## src/rtl/mem_ctrl_pkg.sv

```systemverilog
// -----------------------------------------------------------------------------
// mem_ctrl_pkg
// Shared definitions for the main-memory access controller:
//   - default address/data widths and implemented memory depth
//   - the largest supported memory read latency
//   - the controller state encoding
// -----------------------------------------------------------------------------
package mem_ctrl_pkg;

  localparam int MC_ADDR_W       = 16;
  localparam int MC_DATA_W       = 16;
  localparam int MC_DEPTH        = 1024;
  localparam int MC_READ_LAT_MAX = 7;

  typedef enum logic [1:0] {
    ST_IDLE    = 2'd0,
    ST_ACCESS  = 2'd1,
    ST_CAPTURE = 2'd2,
    ST_RESP    = 2'd3
  } state_e;

endpackage

```

## src/rtl/mem_access_ctrl.sv

```systemverilog
// -----------------------------------------------------------------------------
// mem_access_ctrl
// Initiator side of the main-memory port. Takes one load/store at a time from
// the CPU datapath, drives the memory strobes, captures read data after the
// memory's registered read latency and returns a one-cycle response.
//
// Optional feature macro: MEM_CTRL_BOUNDS_CHECK_EN
//   defined   : addresses 0 and >= DEPTH are answered with a fault response
//               straight from IDLE, without touching memory.
//   undefined : every address is forwarded, cpu_fault is always 0.
//
// Handshake: a request transfers on a rising edge where cpu_req & cpu_ready
// are both 1. cpu_ready is high only in IDLE (and low while rst_n is low).
// The CPU holds cpu_we/cpu_addr/cpu_wdata stable until the transfer; requests
// seen outside IDLE are ignored. The response is a single-cycle cpu_valid
// pulse with no back-pressure; cpu_rdata/cpu_fault are meaningful only then.
//
// Ports:
//   clk, rst_n              clock, synchronous active-low reset
//   cpu_req/we/addr/wdata   CPU request
//   cpu_ready               controller idle, request may transfer
//   cpu_valid/rdata/fault   one-cycle response
//   mem_read/mem_write      memory strobes (mutually exclusive)
//   mem_addr/mem_wdata      memory address and write data
//   mem_data_oe             drive enable for mem_wdata onto the shared bus
//   mem_rdata               bus value sampled for reads
//   dbg_state               current FSM state
// -----------------------------------------------------------------------------
module mem_access_ctrl
  import mem_ctrl_pkg::*;
#(
  parameter int ADDR_W   = MC_ADDR_W,
  parameter int DATA_W   = MC_DATA_W,
  parameter int DEPTH    = MC_DEPTH,
  parameter int READ_LAT = 1
) (
  input  logic              clk,
  input  logic              rst_n,
  input  logic              cpu_req,
  input  logic              cpu_we,
  input  logic [ADDR_W-1:0] cpu_addr,
  input  logic [DATA_W-1:0] cpu_wdata,
  output logic              cpu_ready,
  output logic              cpu_valid,
  output logic [DATA_W-1:0] cpu_rdata,
  output logic              cpu_fault,
  output logic              mem_read,
  output logic              mem_write,
  output logic [ADDR_W-1:0] mem_addr,
  output logic [DATA_W-1:0] mem_wdata,
  output logic              mem_data_oe,
  input  logic [DATA_W-1:0] mem_rdata,
  output state_e            dbg_state
);

`ifdef MEM_CTRL_BOUNDS_CHECK_EN
  localparam bit BOUNDS_EN = 1'b1;
`else
  localparam bit BOUNDS_EN = 1'b0;
`endif

  // Clamp to the supported 1..MAX range so the 3-bit counter never wraps.
  localparam int LAT_EFF = (READ_LAT > MC_READ_LAT_MAX) ? MC_READ_LAT_MAX :
                           (READ_LAT < 1) ? 1 : READ_LAT;
  // The counter is loaded with LAT-1 and ACCESS ends when it reads zero,
  // giving exactly LAT cycles of mem_read.
  localparam logic [2:0] LAT_M1 = 3'(LAT_EFF - 1);
  localparam logic [ADDR_W:0] DEPTH_L = (ADDR_W + 1)'(DEPTH);

  state_e              state_q, state_d;
  logic                we_q, we_d;
  logic [ADDR_W-1:0]   addr_q, addr_d;
  logic [DATA_W-1:0]   wdata_q, wdata_d;
  logic [2:0]          cnt_q, cnt_d;
  logic [DATA_W-1:0]   rdata_q, rdata_d;
  logic                fault_q, fault_d;

  logic                req_oob;
  logic                req_fault;

  // Word 0 is inhibited in memory and words >= DEPTH do not exist.
  assign req_oob   = (cpu_addr == '0) || ({1'b0, cpu_addr} >= DEPTH_L);
  assign req_fault = BOUNDS_EN && req_oob;

  assign dbg_state = state_q;

  always_comb begin
    state_d     = state_q;
    we_d        = we_q;
    addr_d      = addr_q;
    wdata_d     = wdata_q;
    cnt_d       = cnt_q;
    rdata_d     = rdata_q;
    fault_d     = fault_q;
    cpu_ready   = 1'b0;
    cpu_valid   = 1'b0;
    cpu_rdata   = '0;
    cpu_fault   = 1'b0;
    mem_read    = 1'b0;
    mem_write   = 1'b0;
    mem_addr    = '0;
    mem_wdata   = '0;
    mem_data_oe = 1'b0;

    unique case (state_q)
      ST_IDLE: begin
        // Gated by rst_n so ready is 0 for the whole reset window.
        cpu_ready = rst_n;
        if (cpu_req) begin
          we_d    = cpu_we;
          addr_d  = cpu_addr;
          wdata_d = cpu_wdata;
          cnt_d   = LAT_M1;
          rdata_d = '0;
          fault_d = req_fault;
          state_d = req_fault ? ST_RESP : ST_ACCESS;
        end
      end
      ST_ACCESS: begin
        mem_addr = addr_q;
        if (we_q) begin
          mem_write   = 1'b1;
          mem_data_oe = 1'b1;
          mem_wdata   = wdata_q;
          state_d     = ST_RESP;
        end else begin
          mem_read = 1'b1;
          if (cnt_q == 3'd0) begin
            state_d = ST_CAPTURE;
          end else begin
            cnt_d = cnt_q - 3'd1;
          end
        end
      end
      ST_CAPTURE: begin
        mem_addr = addr_q;
        rdata_d  = mem_rdata;
        state_d  = ST_RESP;
      end
      ST_RESP: begin
        cpu_valid = 1'b1;
        cpu_rdata = rdata_q;
        cpu_fault = fault_q;
        state_d   = ST_IDLE;
      end
      default: state_d = ST_IDLE;
    endcase
  end

  always_ff @(posedge clk) begin
    if (!rst_n) begin
      state_q <= ST_IDLE;
      we_q    <= 1'b0;
      addr_q  <= '0;
      wdata_q <= '0;
      cnt_q   <= '0;
      rdata_q <= '0;
      fault_q <= 1'b0;
    end else begin
      state_q <= state_d;
      we_q    <= we_d;
      addr_q  <= addr_d;
      wdata_q <= wdata_d;
      cnt_q   <= cnt_d;
      rdata_q <= rdata_d;
      fault_q <= fault_d;
    end
  end

endmodule

```

## config.mk

```make
export PLATFORM = sky130hd
export DESIGN_NAME = mem_access_ctrl
export DESIGN_NICKNAME = d
export VERILOG_FILES = /design/src/rtl/mem_ctrl_pkg.sv /design/src/rtl/mem_access_ctrl.sv
export SDC_FILE = /design/constraint.sdc
export NUM_CORES = 1
export LEC_CHECK = 0
export BUFFER_PORTS_ARGS = -buffer_cell sky130_fd_sc_hd__buf_2
export CORE_MARGIN = 2
export CORE_UTILIZATION = 43
export CTS_BUF_LIST = sky130_fd_sc_hd__clkbuf_8 sky130_fd_sc_hd__clkbuf_16
export CTS_CLUSTER_DIAMETER = 150
export DETAILED_ROUTE_END_ITERATION = 8
export PLACE_DENSITY = 0.86
export SLEW_MARGIN = 20
export SYNTH_ARGS = -nofsm -noshare
export SYNTH_HDL_FRONTEND = slang
export SYNTH_SLANG_ARGS = --single-unit
```

## constraint.sdc

```tcl
create_clock -name clk -period 1.35 [get_ports clk]
set_input_delay 0 -clock clk [delete_from_list [all_inputs] [get_ports clk]]
set_output_delay 0 -clock clk [all_outputs]
set_load 0.005 [all_outputs]
```

Word-level counts from Yosys, hierarchy flattened
Index checks and enable logic that the tools add are counted.

storage, ports and cells
  register bits = 54
  bits of input ports = 52
  output and inout port bits = 56

cells by class
  add/subtract/negate cells = 1
  eq/ne operators = 7
  multiplexer cells = 20
  reductions and logical operators = 9

operators by type and width
  cell                   count
  $mux W16               5
  $pmux W16 S2           1
  $mux W3                3
  $pmux W2 S4            1
  $mux W1                6
  $mux W2                3
  $ne A2 B2 Y1 const B   3
  $pmux W3 S2            1
  $reduce_and A2 Y1      3
  $eq A2 B2 Y1 const B   2
  $reduce_and A4 Y1      1
  $reduce_bool A2 Y1     2
  $logic_not A3 Y1       1
  $ne A3 B3 Y1 const B   1
  $sub A3 B1 Y3 const B  1
  $eq A2 B1 Y1 const B   1
  $logic_not A2 Y1       1
  $reduce_or A2 Y1       1

Depth between registers and ports, before layout
Gate-level depths: netlist (run 1).

  depth after elaboration = 4
  mapped depth = 8

Worst setup path before layout (run 1)
OpenSTA, ideal clock, no wires.

  path type = flip-flop to flip-flop
  start point = register state_q[0], in the netlist dbg_state[0]
  end point = register rdata_q[10]
  data arrival time = 1323 ps
  path slack = -91 ps
  stages on the path, launching flop included = 8
  clock period less this slack = 1441 ps
  path through = dfxtp_1 > inv_1 > ha_1 > buf_6 > mux2i_4 > buf_6 > a32oi_1 > nor2b_1

on the way
  longest elaborated chain between the ends = 3
  elaborated cells between the ends (all ways) = 6
  classes of those cells = eq/ne (2); mux (1); reduce/logical (3)

RTL lines
  element                                                                     RTL line                RTL
  from (decl)                                                                 mem_access_ctrl.sv:70   state_e state_q, state_d;
  from (signal assigned)                                                      mem_access_ctrl.sv:160  state_q <= state_d;
  $eq A2 B2 Y1 / $logic_not A2 Y1 (equally long branches)                     mem_access_ctrl.sv:105  unique case (state_q)
  $reduce_bool A2 Y1 (no source line) / $ne A2 B2 Y1 (equally long branches)  -
  $reduce_and A2 Y1 (no source line)                                          -
  to (signal assigned)                                                        mem_access_ctrl.sv:165  rdata_q <= rdata_d;
  to (decl)                                                                   mem_access_ctrl.sv:75   logic [DATA_W-1:0] rdata_q, rdata_d;

Several ways; a longest one is shown, not always the timed one.
A chain may end at the register's enable or synchronous reset.

Final worst setup path (run 1)
  start point = register state_q[1], in the netlist dbg_state[1]
  end point = output mem_addr[14]

on the way
  longest elaborated chain between the ends = 3
  elaborated cells between the ends (all ways) = 4
  classes of those cells = eq/ne (2); mux (1); reduce/logical (1)

RTL lines
  element                                              RTL line                RTL
  $eq A2 B1 Y1 / $eq A2 B2 Y1 (equally long branches)  mem_access_ctrl.sv:105
  $reduce_or A2 Y1 (no source line) *                  -
  $mux W16 *                                           mem_access_ctrl.sv:105
  to (decl)                                            mem_access_ctrl.sv:49   output logic [ADDR_W-1:0] mem_addr,

Every way passes the cells marked *; elsewhere a longest branch is shown, timed or not.

==> results of run 1 <==
-- through the flow --
stage	power, mW	cell area [µm²]
final	6.47	4210
after global routing	6.85	4210
after CTS	5.66	3920
after detailed placement	4.35	3200
after global placement	4.26	3200
after floorplan	3.63	2600
-- sequential cells by signal, summed over array words and instances, names as in the netlist --
name and cells:
addr_q 16, rdata_q 16, wdata_q 16, cnt_q 3
dbg_state 2, we_q 1
-- Yosys cell counts (all sizes together) --
library cell	n	area, µm²
a21boi	33	248
a21oi	1	5.00
a32oi	16	140
and2	35	219
and3	16	100
buf	14	121
clkbuf	13	50.0
conb	1	3.75
dfxtp	54	1080
ha	6	75.1
inv	6	22.5
mux2i	5	62.6
nand2	73	274
nand2b	3	18.8
nand3	1	5.00
nand3b	2	15.0
nor2b	16	100
o211ai	2	20.0
o21ai	2	13.8
o22ai	1	6.26
-- layout make-up --
type / instances / area share (%)
multi-input combinational: 213 / 35.0
sequential: 54 / 25.8
clock buffer: 5 / 1.63
timing repair buffer: 179 / 33.8
clock inverter: 3 / 0.891
tap: 75 / 2.23
inverter: 6 / 0.594
-- logic make-up after synthesis --
logic type,count (synthesis),synth area share (%)
simple gates,146,28.4
compound gates,55,16.8
flops,54,41.9
buf+inv,33,7.51
fa+ha+maj,6,2.91
mux,5,2.42
other cells,1,0.145
-- power by group through the flow --
stage                     clock network (mW)  logic [mW]  registers, mW
after floorplan                            0        1.60           2.04
after global placement                     0        2.22           2.04
after detailed placement                   0        2.29           2.06
after CTS                               1.07        2.56           2.03
after global routing                    1.14        3.63           2.08
final                                   1.05        3.37           2.06
-- layout by cell type (no fill, tap or decap), types with 4 or more instances in the layout --
| master | n |
|---|---|
| sky130_fd_sc_hd__a32oi_1 | 16 |
| sky130_fd_sc_hd__clkbuf_8 | 5 |
| sky130_fd_sc_hd__buf_2 | 89 |
| sky130_fd_sc_hd__and3_4 | 13 |
| sky130_fd_sc_hd__inv_1 | 5 |
| sky130_fd_sc_hd__ha_4 | 4 |
| sky130_fd_sc_hd__and2_4 | 4 |
| sky130_fd_sc_hd__a21boi_1 | 30 |
| sky130_fd_sc_hd__dlygate4sd3_1 | 48 |
| sky130_fd_sc_hd__and2_1 | 31 |
| sky130_fd_sc_hd__buf_6 | 23 |
| sky130_fd_sc_hd__mux2i_1 | 4 |
| sky130_fd_sc_hd__nand2_1 | 72 |
| sky130_fd_sc_hd__nor2b_1 | 16 |
| sky130_fd_sc_hd__dfxtp_1 | 51 |
| sky130_fd_sc_hd__buf_12 | 5 |
| sky130_fd_sc_hd__buf_4 | 12 |
-- what timing repair did --
| action | in CTS | in global routing |
|---|---|---|
| setup endpoints to repair | 49 | 85 |
| pin swaps | 11 | 9 |
| hold endpoints to repair | 48 | 0 |
| setup buffers | 1 | 6 |
| hold buffers | 48 | 0 |
| gates resized for setup | 26 | 36 |
| gates cloned | 0 | 3 |
-- layer usage --
metal	vias up	GRT usage (%)	share of wire [%]
met5	-	0	0
met1	1297	23.1	39
li1	1306	-	-
met2	88	42.7	55
met4	0	5.93	1.1
met3	10	4.40	5.0
-- path summary, 6_finish.rpt --
kind,start,endpoint,cells after the start
max,dbg_state[1],mem_addr[14],5
min,mem_rdata[13],rdata_q[13],3
max reg2reg,dbg_state[1],rdata_q[3],6
min reg2reg,addr_q[4],addr_q[4],2
-- worst reg2reg max path, delay by kind of cell (launching register included) --
family / cells / cell delay [ps]
flip-flops: 1 / 370
AO/OA/AOI/OAI: 1 / 60
multiplexers: 1 / 200
buffers and inverters: 2 / 310
adder cells (fa/ha/maj): 1 / 220
AND/OR/NAND/NOR: 1 / 140
==> results.py, run 1 <==
metrics = {
    "global_route": {
        "gr-total-overflow": 0,
        "first_global_vias": 2444,
        "grt_max_degree": 34,
        "grt.total_usage_pct": 21.7,
        "wire_length_of_the_first_global_routing_pass_mm": 11.1,
        "grt_antenna_before_repair": 0,
    },
    "cells_and_area": {
        "final_cells": 535,
        "final_layout_size_suffix_gt1_share_pct": 37.6,
        "sequential_cell_area_um2": 1090,
        "final_util_pct": 72.0,
        "number_of_nets_in_the_layout": 517,
        "footprint_of_the_multi_input_gates_um2": 1470,
        "antenna_cells_inserted": 0,
        "fillCellCount": 403,
        "area.growth.synth_to_final_pct": 63.2,
    },
    "timing": {
        "grt_setup_unrepaired": "true",
        "final-max-slew-violation-count": 0,
        "postLayoutSetupSlackWorst_ps": -65.3,
        "period_needed_ps": 1420,
        "fmaxAchievable_mhz": 707,
        "hold_viol_final": 0,
        "setup_viol_count_final": 46,
        "clock-skew-final_ps": 4.95,
        "final.setup.tns_ps": -1260,
        "min_period_over_period_pct": 105,
        "whs_ps": 11.5,
    },
    "routing": {
        "vias_per_cell": 5.05,
        "drt_first_iter_violations": 127,
        "vias": 2701,
        "route.antenna.remaining_nets": 0,
        "totalWireLength_mm": 8.32,
        "drt_drc_violations_left": 0,
        "detail_route.first_pass.iterations": 4,
        "wl_per_cell_um": 15.6,
    },
    "yosys": {
        "synth.yosys.warnings": 0,
        "synth_seq_cells": 54,
        "number_of_nets_in_the_synthesized_netlist": 358,
        "post_synth_instance_area_um2": 2580,
        "synth.lib_cells_used.distinct": 27,
        "synthesis.instances": 300,
        "synthesis.area_per_instance_um2": 8.60,
        "synth-seq-area-share_pct": 41.9,
    },
    "worst_setup_path": {
        "crit_chain": "inv_4, ha_4, buf_6, and2_4, buf_2",
        "crit_type": "reg2out",
        "timing.critical_path.slowest_cell_delay_ps": 380,
        "critical_path.n_buffers_inverters": 3,
        "arr_time_crit_path_ps": 1420,
        "crit_slowest_cell": "sky130_fd_sc_hd__dfxtp_4",
        "setup.worst_path.start_class": "register",
        "r2r_setup_slack_ps": -20,
        "timing.critical_path.fanout_max": 8,
        "path_delay_family": "flip-flops",
        "timing.critical_path.required_ps": 1350,
        "worstSetupEndpointType": "output port",
    },
    "run_status": {
        "failed_checks": "setup timing",
        "run_status": "finished, violations left",
    },
    "flow_run": {
        "cap_viol_max_count": 0,
    },
    "die": {
        "initial_cell_density_of_the_core_pct": 44.1,
        "core_area_um2": 5850,
        "die_height_um": 81.5,
        "top_level_ports": 108,
        "placement_rows": 28,
        "design.die.area_um2": 6640,
        "dieWidth_um": 81.5,
    },
    "power_and_ir_drop": {
        "pwr-share-clk_pct": 16.2,
        "seqPwrFrac_pct": 31.8,
        "combPwrFrac_pct": 52.0,
        "worst_ir_drop_vdd_v": 0.000839,
        "cell_internal_pwr_mw": 4.13,
        "leakage_nw": 1.89,
        "cell_pwr_density_nw_per_um2": 1540,
        "netSwitchingFraction_pct": 36.1,
        "netSwitchingPower_mw": 2.34,
    },
    "place": {
        "preCtsSetupSlack_ps": -24.3,
        "port_buffers": 106,
        "dp_hpwl_mm": 4.11,
        "post-place-cells": 469,
        "routabilityCongestion": 0.708,
    },
    "clock_network": {
        "cts_tree": "yes",
        "ctsHtreeMaxLevel": 2,
        "clk_path_buf_depth": 2,
        "cts_inserted_buffers": 5,
        "clk_pin_slew_ps": 90,
        "clock_insertion_delay_worst_skew_ps": 310,
        "clk_root_buffer_cell": "sky130_fd_sc_hd__clkbuf_8",
        "clock_sink_count": 54,
    },
    "hold_path": {
        "worst_hold_path_type": "in2reg",
    },
}
No activity file was read; power rests on OpenSTA's default activity.
==> run 2: changes to the inputs <==
PLACE_DENSITY = 0.76   (was 0.86)
REMOVE_ABC_BUFFERS = 1   (was default)
==> results.py, run 2 (synthesis gave the netlist of run 1 again) <==
metrics = {
    "clock_network": {
        "clk_pin_slew_ps": 90,
        "clock_insertion_delay_worst_skew_ps": 310,
        "cts_tree": "yes",
        "clk_path_buf_depth": 2,
        "clock_sink_count": 54,
        "clk_root_buffer_cell": "sky130_fd_sc_hd__clkbuf_8",
        "cts_inserted_buffers": 5,
        "ctsHtreeMaxLevel": 2,
    },
    "routing": {
        "totalWireLength_mm": 8.98,
        "wl_per_cell_um": 16.7,
        "vias_per_cell": 5.12,
        "drt_first_iter_violations": 106,
        "vias": 2757,
        "route.antenna.remaining_nets": 0,
        "detail_route.first_pass.iterations": 4,
        "drt_drc_violations_left": 0,
    },
    "timing": {
        "postLayoutSetupSlackWorst_ps": -85.0,
        "hold_viol_final": 0,
        "grt_setup_unrepaired": "true",
        "final-max-slew-violation-count": 0,
        "period_needed_ps": 1440,
        "setup_viol_count_final": 47,
        "min_period_over_period_pct": 106,
        "fmaxAchievable_mhz": 697,
        "whs_ps": 7.91,
        "clock-skew-final_ps": 2.60,
    },
    "die": {
        "die_height_um": 81.5,
        "dieWidth_um": 81.5,
        "design.die.area_um2": 6640,
        "placement_rows": 28,
        "top_level_ports": 108,
        "core_area_um2": 5850,
        "initial_cell_density_of_the_core_pct": 44.1,
    },
    "flow_run": {
        "cap_viol_max_count": 0,
    },
    "worst_setup_path": {
        "arr_time_crit_path_ps": 1640,
        "setup.worst_path.start_class": "register",
        "timing.critical_path.slowest_cell_delay_ps": 370,
        "crit_chain": "inv_4, ha_4, mux2i_4, buf_6, buf_16, a32oi_2, nor2b_1",
        "timing.critical_path.required_ps": 1550,
        "crit_slowest_cell": "sky130_fd_sc_hd__dfxtp_2",
        "crit_type": "reg2reg",
        "timing.critical_path.fanout_max": 8,
        "worstSetupEndpointType": "register",
    },
    "power_and_ir_drop": {
        "netSwitchingPower_mw": 2.55,
        "power_total_mw": 6.73,
        "netSwitchingFraction_pct": 37.9,
        "worst_ir_drop_vdd_v": 0.000766,
        "leakage_nw": 1.97,
        "cell_pwr_density_nw_per_um2": 1470,
        "cell_internal_pwr_mw": 4.18,
        "pwr-share-clk_pct": 12.9,
        "combPwrFrac_pct": 56.3,
        "seqPwrFrac_pct": 30.8,
    },
    "hold_path": {
        "worst_hold_path_type": "in2reg",
    },
    "cells_and_area": {
        "number_of_nets_in_the_layout": 522,
        "area.growth.synth_to_final_pct": 77.2,
        "most-common-layout-cells": "sky130_fd_sc_hd__nand2_1 (73), sky130_fd_sc_hd__buf_6 (61), sky130_fd_sc_hd__buf_2 (59)",
        "final_layout_size_suffix_gt1_share_pct": 47.0,
        "antenna_cells_inserted": 0,
        "reg_top3": "addr_q x16, rdata_q x16, wdata_q x16",
        "mostFrequentLayoutCell": "sky130_fd_sc_hd__nand2_1",
    },
    "global_route": {
        "grt_max_degree": 34,
        "grt.total_usage_pct": 24.0,
        "grt_antenna_before_repair": 0,
        "wire_length_of_the_first_global_routing_pass_mm": 12.2,
        "gr-total-overflow": 0,
        "first_global_vias": 2695,
    },
    "place": {
        "port_buffers": 106,
        "preCtsSetupSlack_ps": -56.8,
        "routabilityCongestion": 0.725,
        "dp_hpwl_mm": 4.23,
    },
    "run_status": {
        "failed_checks": "setup timing",
        "run_status": "finished, violations left",
    },
}
[run 2: repair_timing]
| item | CTS | global route |
|---|---|---|
| hold buffers | 47 | 0 |
| endpoints found under the setup margin | 106 | 79 |
| buffers inserted | 7 | 6 |
| hold endpoints to repair | 47 | 0 |
| gates resized for setup | 75 | 74 |
| gates cloned | 2 | 1 |
| pin swaps | 18 | 22 |
[run 2: layout make-up]
| cell class | instances | area [µm²] |
|---|---|---|
| Clock buffer | 5 | 68.8 |
| Clock inverter | 2 | 11.3 |
| Fill cell | 378 | 1280 |
| Inverter | 6 | 25.0 |
| Multi-Input combinational cell | 213 | 1640 |
| Sequential cell | 54 | 1080 |
| Tap cell | 75 | 93.8 |
| Timing Repair Buffer | 184 | 1650 |
[run 2: path summary, 6_finish.rpt]
path,start,endpoint,slack [ps],cells past startpoint
worst max register to register,dbg_state[1],rdata_q[9],-90,7
worst min register to register,wdata_q[2],wdata_q[2],460,2
worst max-delay path,dbg_state[1],rdata_q[9],-90,7
worst min-delay path,mem_rdata[13],rdata_q[13],8,3
[run 2: metal layers]
metal / GRT usage (%) / routed length [µm]
met5: 0 / 0
met2: 44.9 / 4750
met4: 7.63 / 170
met3: 5.49 / 542
met1: 26.7 / 3520
[run 2: metrics by stage]
stage | TNS (ps) | utilization, % | std cells | area, µm²
final | -1530 | 78.2 | 539 | 4570
after global routing | -4000 | 78.2 | 539 | 4570
after CTS | -860 | 71.7 | 534 | 4200
after detailed placement | -612 | 54.5 | 471 | 3190
after global placement | 0 | 54.5 | 471 | 3190
after floorplan | -16900 | - | 273 | 2410
[run 2: power groups by stage]
stage	registers [mW]	logic [mW]	clock network [mW]
4_1_cts	2.04	3.17	0.883
6_report	2.07	3.79	0.870
3_3_place_gp	2.02	2.19	0
2_1_floorplan	2.04	1.24	0
3_5_place_dp	2.04	2.25	0
5_1_grt	2.10	4.06	0.946
[run 2: worst max-delay path, delay by kind of cell (launching register included)]
family	cells	cell delay, ps
multiplexers	1	190
AO/OA/AOI/OAI	1	170
AND/OR/NAND/NOR	1	80
adder cells (fa/ha/maj)	1	180
flip-flops	1	370
buffers and inverters	3	330
==> run 3: changes to the inputs <==
GPL_TIMING_DRIVEN = 0   (was default)
==> results.py, run 3 (synthesis gave the netlist of run 1 again) <==
metrics = {
    "cells_and_area": {
        "fillCellCount": 427,
        "number_of_nets_in_the_layout": 516,
        "final_util_pct": 71.9,
        "antenna_cells_inserted": 0,
        "mostFrequentLayoutCell": "sky130_fd_sc_hd__buf_2",
        "final_layout_size_suffix_gt1_share_pct": 38.1,
        "reg_top3": "addr_q x16, rdata_q x16, wdata_q x16",
        "most-common-layout-cells": "sky130_fd_sc_hd__buf_2 (91), sky130_fd_sc_hd__nand2_1 (72), sky130_fd_sc_hd__dfxtp_1 (50)",
        "area.growth.synth_to_final_pct": 63.0,
    },
    "worst_setup_path": {
        "worstSetupEndpointType": "register",
        "timing.critical_path.fanout_max": 16,
        "setup.worst_path.start_class": "register",
        "timing.critical_path.required_ps": 1540,
        "crit_type": "reg2reg",
        "arr_time_crit_path_ps": 1680,
    },
    "timing": {
        "final.setup.tns_ps": -791,
        "grt_setup_unrepaired": "true",
        "setup_viol_count_final": 42,
        "slew-limit-headroom_pct": 39.5,
        "whs_ps": -9.38,
        "clock-skew-final_ps": 4.54,
        "period_needed_ps": 1490,
        "hold_viol_final": 1,
        "worst_pin_slew_ps": 907,
        "final-max-slew-violation-count": 0,
        "postLayoutSetupSlackWorst_ps": -140,
        "min_period_over_period_pct": 110,
        "fmaxAchievable_mhz": 671,
    },
    "global_route": {
        "grt.total_usage_pct": 22.0,
        "first_global_vias": 2518,
        "grt_antenna_before_repair": 0,
        "wire_length_of_the_first_global_routing_pass_mm": 11.4,
        "grt_max_degree": 61,
        "gr-total-overflow": 0,
    },
    "routing": {
        "totalWireLength_mm": 8.60,
        "route.antenna.remaining_nets": 0,
        "drt_first_iter_violations": 119,
        "wl_per_cell_um": 16.1,
        "drt_drc_violations_left": 0,
        "detail_route.first_pass.iterations": 4,
        "vias_per_cell": 5.06,
        "vias": 2700,
    },
    "run_status": {
        "run_status": "finished, violations left",
        "failed_checks": "hold timing, setup timing",
    },
    "die": {
        "top_level_ports": 108,
        "placement_rows": 28,
        "die_height_um": 81.5,
        "initial_cell_density_of_the_core_pct": 44.1,
        "dieWidth_um": 81.5,
        "core_area_um2": 5850,
        "design.die.area_um2": 6640,
    },
    "power_and_ir_drop": {
        "worst_ir_drop_vdd_v": 0.000906,
        "power_total_mw": 6.49,
        "leakage_nw": 1.87,
        "cell_pwr_density_nw_per_um2": 1540,
    },
    "clock_network": {
        "clk_root_buffer_cell": "sky130_fd_sc_hd__clkbuf_8",
        "clk_pin_slew_ps": 90,
        "ctsHtreeMaxLevel": 2,
        "clock_sink_count": 54,
        "clk_path_buf_depth": 2,
        "cts_inserted_buffers": 5,
        "cts_tree": "yes",
        "clock_insertion_delay_worst_skew_ps": 300,
    },
    "place": {
        "routabilityCongestion": 0.662,
        "preCtsSetupSlack_ps": -771,
        "port_buffers": 106,
        "dp_hpwl_mm": 3.71,
    },
    "flow_run": {
        "cap_viol_max_count": 0,
    },
    "hold_path": {
        "worst_hold_path_type": "in2reg",
    },
}
## run 3: cell count changes in the layout (fill, tap and decap cells not counted), sizes merged
cell         change
and2             +3
nand2b           +2
clkbuf           +2
inv              -1
clkinv           +1
buf             -15
dlygate4sd3      +1
nand2            +2
## run 3: path summary, 6_finish.rpt
| check | cells past startpoint | to | start | slack (ps) |
|---|---|---|---|---|
| max | 6 | rdata_q[6] | dbg_state[0] | -140 |
| max reg2reg | 6 | rdata_q[6] | dbg_state[0] | -140 |
| min reg2reg | 2 | addr_q[3] | addr_q[3] | 450 |
| min | 3 | rdata_q[13] | mem_rdata[13] | -9 |
## run 3: report_power, final
part	switching [mW]	internal [mW]	leakage, nW
Sequential	0.197	1.90	0.443
Clock	0.523	0.414	0.0472
Combinational	1.82	1.63	1.38
Total	2.54	3.94	1.87
## run 3: metrics by stage
step	hold slack [ps]	instance area, µm²	instances
floorplan	116	2410	273
global placement	240	3030	454
detailed placement	245	3040	454
CTS	2.92	3850	525
global route	-10.5	4210	534
finish	-9.38	4210	534
## run 3: repair_timing
action,CTS,global route
endpoints found under the hold margin,48,0
setup endpoints to repair,107,96
gates cloned,2,7
buffers inserted,14,2
hold buffers,48,0
gates resized for setup,32,46
pin swaps,5,14
## run 3: layout make-up
class / count / area (µm²) / area share, %
Clock inverter: 2 / 12.5 / 0.297
Timing Repair Buffer: 171 / 1310 / 31.1
Tap cell: 75 / 93.8 / 2.23
Inverter: 6 / 27.5 / 0.654
Multi-Input combinational cell: 220 / 1590 / 37.9
Sequential cell: 54 / 1090 / 25.9
Clock buffer: 6 / 82.6 / 1.96
## run 3: per-layer routing
| layer | up-vias | track usage, % | share of wire (%) |
|---|---|---|---|
| li1 | 1315 | - | - |
| met3 | 22 | 4.51 | 5.4 |
| met5 | - | 0 | 0 |
| met4 | 0 | 6.78 | 2.5 |
| met2 | 97 | 40.1 | 52 |
| met1 | 1266 | 25.6 | 41 |
## run 3: worst max-delay path: stages, from the launching register on
cell,delay [ps]
sky130_fd_sc_hd__dfxtp_4,400
sky130_fd_sc_hd__inv_4,60
sky130_fd_sc_hd__ha_4,200
sky130_fd_sc_hd__mux2i_4,200
sky130_fd_sc_hd__buf_12,180
sky130_fd_sc_hd__a32oi_1,240
sky130_fd_sc_hd__nor2b_1,100
